==> src/rtl/card_pkg.sv <==
// Shared types and arithmetic for the multi-hand baccarat datapath:
// card encoding, baccarat point value and the mod-10 score adder.
package card_pkg;

  typedef logic [3:0] card_t;

  localparam card_t CARD_MIN  = 4'd1;
  localparam card_t CARD_MAX  = 4'd13;
  localparam card_t CARD_NONE = 4'd0;

  typedef enum logic [0:0] {
    ST_IDLE = 1'b0,
    ST_ACK  = 1'b1
  } deal_state_e;

  // Ace..9 score face value; tens, faces and any out-of-range value score 0.
  function automatic logic [3:0] card_pts(input card_t card);
    return ((card >= 4'd1) && (card <= 4'd9)) ? card : 4'd0;
  endfunction

  // Both operands are 0..9, so one conditional subtract of 10 suffices.
  function automatic logic [3:0] add_mod10(input logic [3:0] a, input logic [3:0] b);
    logic [4:0] sum;
    sum = {1'b0, a} + {1'b0, b};
    return (sum >= 5'd10) ? 4'(sum - 5'd10) : sum[3:0];
  endfunction

endpackage

==> src/rtl/card_source.sv <==
// Free-running 1..13 card generator; sits at 1 during reset and steps every clock.
module card_source
  import card_pkg::*;
(
  input  logic  slow_clock,
  input  logic  resetb,
  output card_t card
);

  card_t card_q, card_d;

  always_comb begin
    card_d = (card_q == CARD_MAX) ? CARD_MIN : card_q + 4'd1;
  end

  always_ff @(posedge slow_clock or negedge resetb) begin
    if (!resetb) card_q <= CARD_MIN;
    else         card_q <= card_d;
  end

  assign card = card_q;

endmodule

==> src/rtl/multi_hand_datapath.sv <==
// NUM_HANDS x CARDS_PER_HAND card store with 4-phase deal handshake,
// per-hand baccarat scores and a combinational card read port.
module multi_hand_datapath
  import card_pkg::*;
#(
  parameter int NUM_HANDS      = 2,
  parameter int CARDS_PER_HAND = 3,
  parameter int HW             = (NUM_HANDS > 2) ? $clog2(NUM_HANDS) : 1,
  parameter int SW             = $clog2(CARDS_PER_HAND)
) (
  input  logic                            slow_clock,
  input  logic                            resetb,
  input  logic                            clear,
  input  logic                            deal_req,
  input  logic [HW-1:0]                   deal_hand,
  input  logic                            force_en,
  input  logic [3:0]                      force_card,
  output logic                            deal_ack,
  output logic                            deal_err,
  output logic [3:0]                      deal_card,
  output logic [NUM_HANDS*SW+NUM_HANDS-1:0] card_count,
  output logic [NUM_HANDS-1:0]            hand_full,
  output logic [NUM_HANDS*4-1:0]          score_out,
  input  logic [HW-1:0]                   rd_hand,
  input  logic [SW-1:0]                   rd_slot,
  output logic [3:0]                      rd_card
);

  localparam int CW = SW + 1;

  card_t       src_card;
  card_t       card_in;
  deal_state_e state_q, state_d;
  logic        deal_err_q, deal_err_d;
  card_t       deal_card_q, deal_card_d;
  logic        full_sel;
  logic        hand_ok;
  logic        take_req;
  logic        accept;
  logic [NUM_HANDS*CARDS_PER_HAND*4-1:0] cards_flat;

  card_source u_src (
    .slow_clock (slow_clock),
    .resetb     (resetb),
    .card       (src_card)
  );

  assign card_in = force_en ? force_card : src_card;

  always_comb begin
    full_sel = 1'b0;
    for (int h = 0; h < NUM_HANDS; h++) begin
      if (int'(deal_hand) == h) full_sel = hand_full[h];
    end
  end

  // A request is consumed only once per pulse: it is looked at in IDLE alone.
  assign hand_ok  = (int'(deal_hand) < NUM_HANDS) && !full_sel;
  assign take_req = (state_q == ST_IDLE) && deal_req && !clear;
  assign accept   = take_req && hand_ok;

  always_comb begin
    state_d     = state_q;
    deal_err_d  = take_req && !hand_ok;
    deal_card_d = deal_card_q;
    if (clear) begin
      state_d     = ST_IDLE;
      deal_card_d = CARD_NONE;
    end else begin
      case (state_q)
        ST_IDLE: if (deal_req)  state_d = ST_ACK;
        ST_ACK:  if (!deal_req) state_d = ST_IDLE;
        default: state_d = ST_IDLE;
      endcase
      if (accept) deal_card_d = card_in;
    end
  end

  always_ff @(posedge slow_clock or negedge resetb) begin
    if (!resetb) begin
      state_q     <= ST_IDLE;
      deal_err_q  <= 1'b0;
      deal_card_q <= CARD_NONE;
    end else begin
      state_q     <= state_d;
      deal_err_q  <= deal_err_d;
      deal_card_q <= deal_card_d;
    end
  end

  assign deal_ack  = (state_q == ST_ACK);
  assign deal_err  = deal_err_q;
  assign deal_card = deal_card_q;

  genvar gi, gs;
  generate
    for (gi = 0; gi < NUM_HANDS; gi++) begin : g_hand
      logic [CW-1:0] count_q, count_d;
      logic [3:0]    score_q, score_d;
      card_t         slot_q [CARDS_PER_HAND];
      card_t         slot_d [CARDS_PER_HAND];
      logic          hit;

      assign hit = accept && (deal_hand == HW'(gi));

      always_comb begin
        count_d = count_q;
        score_d = score_q;
        slot_d  = slot_q;
        if (clear) begin
          count_d = '0;
          score_d = '0;
          for (int s = 0; s < CARDS_PER_HAND; s++) slot_d[s] = CARD_NONE;
        end else if (hit) begin
          count_d = count_q + 1'b1;
          score_d = add_mod10(score_q, card_pts(card_in));
          for (int s = 0; s < CARDS_PER_HAND; s++) begin
            if (int'(count_q) == s) slot_d[s] = card_in;
          end
        end
      end

      always_ff @(posedge slow_clock or negedge resetb) begin
        if (!resetb) begin
          count_q <= '0;
          score_q <= '0;
          for (int s = 0; s < CARDS_PER_HAND; s++) slot_q[s] <= CARD_NONE;
        end else begin
          count_q <= count_d;
          score_q <= score_d;
          for (int s = 0; s < CARDS_PER_HAND; s++) slot_q[s] <= slot_d[s];
        end
      end

      assign card_count[gi*CW +: CW] = count_q;
      assign score_out[gi*4 +: 4]    = score_q;
      assign hand_full[gi]           = (count_q == CW'(CARDS_PER_HAND));

      for (gs = 0; gs < CARDS_PER_HAND; gs++) begin : g_slot
        assign cards_flat[(gi*CARDS_PER_HAND+gs)*4 +: 4] = slot_q[gs];
      end
    end
  endgenerate

  // Unmatched (out-of-range) selects fall through to 0.
  always_comb begin
    rd_card = CARD_NONE;
    for (int h = 0; h < NUM_HANDS; h++) begin
      for (int s = 0; s < CARDS_PER_HAND; s++) begin
        if (int'(rd_hand) == h && int'(rd_slot) == s)
          rd_card = cards_flat[(h*CARDS_PER_HAND+s)*4 +: 4];
      end
    end
  end

endmodule

==> config.mk <==
export PLATFORM = sky130hd
export DESIGN_NAME = multi_hand_datapath
export DESIGN_NICKNAME = d
export VERILOG_FILES = /design/src/rtl/card_pkg.sv /design/src/rtl/card_source.sv /design/src/rtl/multi_hand_datapath.sv
export SDC_FILE = /design/constraint.sdc
export NUM_CORES = 1
export LEC_CHECK = 0
export ABC_AREA = 1
export ABC_CLOCK_PERIOD_IN_PS = 6600
export CAP_MARGIN = 10
export CORE_ASPECT_RATIO = 1.1
export CORE_MARGIN = 8
export CORE_UTILIZATION = 49
export DETAILED_ROUTE_END_ITERATION = 12
export MAX_ROUTING_LAYER = met4
export PLACE_DENSITY_LB_ADDON = 0.3
export SLEW_MARGIN = 40
export SYNTH_ARGS = -nofsm -noshare
export SYNTH_HDL_FRONTEND = slang
export SYNTH_SLANG_ARGS = --single-unit
==> constraint.sdc <==
create_clock -name slow_clock -period 6.6 [get_ports slow_clock]
set_clock_uncertainty 0.15 [all_clocks]
set_input_delay 1.65 -clock slow_clock [delete_from_list [all_inputs] [get_ports slow_clock]]
set_output_delay 1.65 -clock slow_clock [all_outputs]
set_load 0.02 [all_outputs]
==> summary.md <==
The run finished with clean final reports. The total global routing track utilization was 0.160; the worst hold slack was 332 ps. Kind of start point of the critical path: an input pin. For this design, the CTS-stage hold fixing added 0 buffers. Gates resized during post-CTS repair numbered 0. In this run the number of H-tree levels came out at 2. The clock transition at the registers of the reported paths is 90 ps, and the async set-or-reset flop fraction in the synthesized netlist is 1.00. Yosys printed 0 warnings.

For the headroom to the max-slew limit, the log shows 0.523. The most frequent standard cell in the layout excluding fill and tap cells is nand2_1. The tools report the antenna diode count as 0.

The congestion estimate from routability-driven global placement came to 0.859. The tools report the buffer cell driving the clock tree root as clkbuf_8. The endpoint of the most critical register-to-register path was g_hand[1].score_q[1]$_DFFE_PN0P_.

After global routing the overflow that remains totals 0. Once the clock tree was built, the setup fixing pass inserted 0 buffers. The share of the clock period used by the worst path after layout was 0.806. The maximum vdd ir drop came out at 0.101 mV. The die area was 9050 um2.

Setup repair after global routing left no endpoint under its margin. The logs give 360 for the cell count after synthesis and 5 for the total clock buffers created by CTS. The DRC violation total after the first TritonRoute iteration was 82.

The highest achievable clock rate came out at 188 MHz. For the total DRC errors in the routed layout, the log shows 0. The launch point of the worst path is rd_hand.

The clock network latency to the later pin of the worst-skew pair came out at 300 ps. The maximum count of clock buffers along a single path was 2. Largest fanout of any net on the critical path: 9.

In this run the power density over the cells is 202 nW/um2. The critical path is of the in2out type. Once detail routing completed, the nets flagged for antenna violations numbered 0. The smallest clock period supported by the final layout is computed as 5320 ps.

The fill cell instance count of the final layout was 561. Setup violations remaining at the end of the flow were counted as 0. In the final timing run, aggregate negative setup slack is 0 ps.

After synthesis the cells add up to 3070 um2. In this run the mean area of a mapped cell was 8.52 um2. The run gives 0 as the count of pins over their slew limit. Net count of the mapped netlist: 393. The wire length of the first global-routing pass was 11.7 mm; the area inside the core boundary was 6120 um2.

Buffers placed on the I/O ports in this run total 38. The final layout contains 438 nets. The tightest min-delay check is of the reg2reg type. STA puts the critical path data required time at 4800 ps. The count of state elements after synthesis works out to 48. Entering global routing, the biggest net connects 49 pins.

Pin placement for this block handled 39 I/O pins. Max-cap violations in this run came to 0. Layout overhead on the synthesized area: 18.8%. Once detailed placement completed, the half-perimeter wirelength came to 5.27 mm.

The die is 91.4 um wide. The first-pass iteration count of the detailed router came out at 4. STA puts the critical path data arrival time at 3520 ps. The share of cells above drive strength 1 was 0.153; the initial antenna violation count was 0.

The sequential element share of the synthesized area was 0.392; the effective utilization at floorplan was 0.501. The number of hold violations in the final report was 0. Clock tree synthesis found a total of 48 sinks. The most used flip-flop cell after synthesis is dfrtp_1.

The worst setup path is captured at an output pin. In the layout the commonest cells are 78 x nand2_1, 53 x inv_1, 47 x dfrtp_1. TritonCTS built the clock tree.

In the final routed layout, each cell accounts on average for 13.7 um. From bottom edge to top edge, the die measures 99.0 um. For the number of distinct library cell variants in the gate-level netlist after synthesis, the log shows 34. The end of the critical path was rd_card[1].

Dividing the detail-routed via count by the number of cells gives 5.17. The startpoint identified for the worst register-to-register timing path is u_src.card[3]$_DFF_PN0_. The worst-case register-to-register setup slack was 3890 ps.

The routed design has 6.64 mm of wire. Counting cells, the worst reg-to-reg path comes to 16. The total vias in the final route is 2512. The number of global-route vias before repair was 2563.

The analysis attributes to cell leakage a power of 1.76 nW. The worst-margin pin slew was 713 ps. For the floorplan row count, the log shows 30.

The number of synthesized flops with an enable pin works out to 0.
==> routing by layer <==
layer  part of all wire  wire length [um]  track usage  up-vias
li1                   -                 -            -     1277
met1               0.45              2990        0.179     1176
met2               0.49              3290        0.272       47
met3              0.034               228       0.0335       12
met4              0.021               142       0.0643        0
met5                  0                 0            -        -
==> area by class of cell <==
class / count / area, um2 / share of cell area
multi-input combinational: 251 / 1640 / 0.449
sequential: 48 / 1200 / 0.330
timing repair buffer: 39 / 383 / 0.105
inverter: 60 / 225 / 0.0618
tap: 80 / 100 / 0.0275
clock buffer: 6 / 82.6 / 0.0227
clock inverter: 2 / 15.0 / 0.00412
==> where the power goes <==
part / internal, mW / total, mW / switching (mW)
clock network: 0.0849 / 0.185 / 0.100
registers: 0.326 / 0.351 / 0.0245
logic: 0.0818 / 0.199 / 0.117
total: 0.493 / 0.735 / 0.242
==> critical path, cell delays in order <==
cell	delay [ps]
clkdlybuf4s50_1	460
clkinv_1	200
nor3_1	370
a21oi_1	130
nand3_1	80
clkdlybuf4s50_1	620
==> registers in the layout (all words and copies together), names as in the netlist <==
register / count
g_hand.count_q: 6
u_src.card: 4
deal_err: 1
cards_flat: 24
g_hand.score_q: 8
deal_card: 4
deal_ack: 1
==> worst min path at each step <==
stage | startpoint | end | slack (ps) | depth (start not counted)
2_1_floorplan | u_src.card[1]$_DFF_PN0_ | u_src.card[0]$_DFF_PN1_ | 270 | 1
3_3_place_gp | u_src.card[1]$_DFF_PN0_ | u_src.card[0]$_DFF_PN1_ | 290 | 1
3_5_place_dp | u_src.card[1]$_DFF_PN0_ | u_src.card[0]$_DFF_PN1_ | 310 | 1
4_1_cts | u_src.card[1]$_DFF_PN0_ | u_src.card[0]$_DFF_PN1_ | 330 | 1
5_1_grt | cards_flat[23]$_DFFE_PN0P_ | cards_flat[23]$_DFFE_PN0P_ | 370 | 1
6_report | u_src.card[1]$_DFF_PN0_ | u_src.card[0]$_DFF_PN1_ | 330 | 1
==> per-stage QoR <==
stage	setup slack (ps)	total power, mW	util	cells	cell area [um2]
floorplan	2410	0.483	-	360	3070
global placement	1320	0.551	0.580	478	3550
detailed placement	1260	0.557	0.580	478	3550
CTS	1260	0.745	0.596	486	3640
global route	1050	0.780	0.596	486	3640
finish	1280	0.735	0.596	486	3640
==> synth_stat cells, types with 3 or more instances <==
| cell | number | share of area |
|---|---|---|
| a21oi_1 | 14 | 0.023 |
| dfrtp_1 | 47 | 0.38 |
| ha_1 | 20 | 0.082 |
| inv_1 | 53 | 0.065 |
| inv_2 | 6 | 0.0073 |
| mux2_2 | 6 | 0.022 |
| nand2_1 | 78 | 0.095 |
| nand2_2 | 8 | 0.016 |
| nand2_4 | 5 | 0.018 |
| nand3_1 | 25 | 0.041 |
| nand3_2 | 8 | 0.026 |
| nand3_4 | 3 | 0.017 |
| nand4_1 | 10 | 0.020 |
| nor2_1 | 14 | 0.017 |
| nor2_4 | 6 | 0.022 |
| nor3_1 | 3 | 0.0049 |
| o21ai_0 | 21 | 0.034 |
| o21ai_1 | 8 | 0.013 |
| o221ai_1 | 4 | 0.011 |
==> cells by family (layout without fill, tap and decap cells) <==
kind of cell,after synthesis,count (layout),synth area share
AOI/OAI and AO/OA,53,53,0.0987
muxes,8,8,0.0294
xor gates and xnor gates,2,2,0.0106
DFF,48,48,0.392
and+or+nand+nor,168,168,0.313
adders and majority gates,20,20,0.0816
buffers and inverters,61,107,0.0750
No activity file was read; power rests on OpenSTA's default activity.
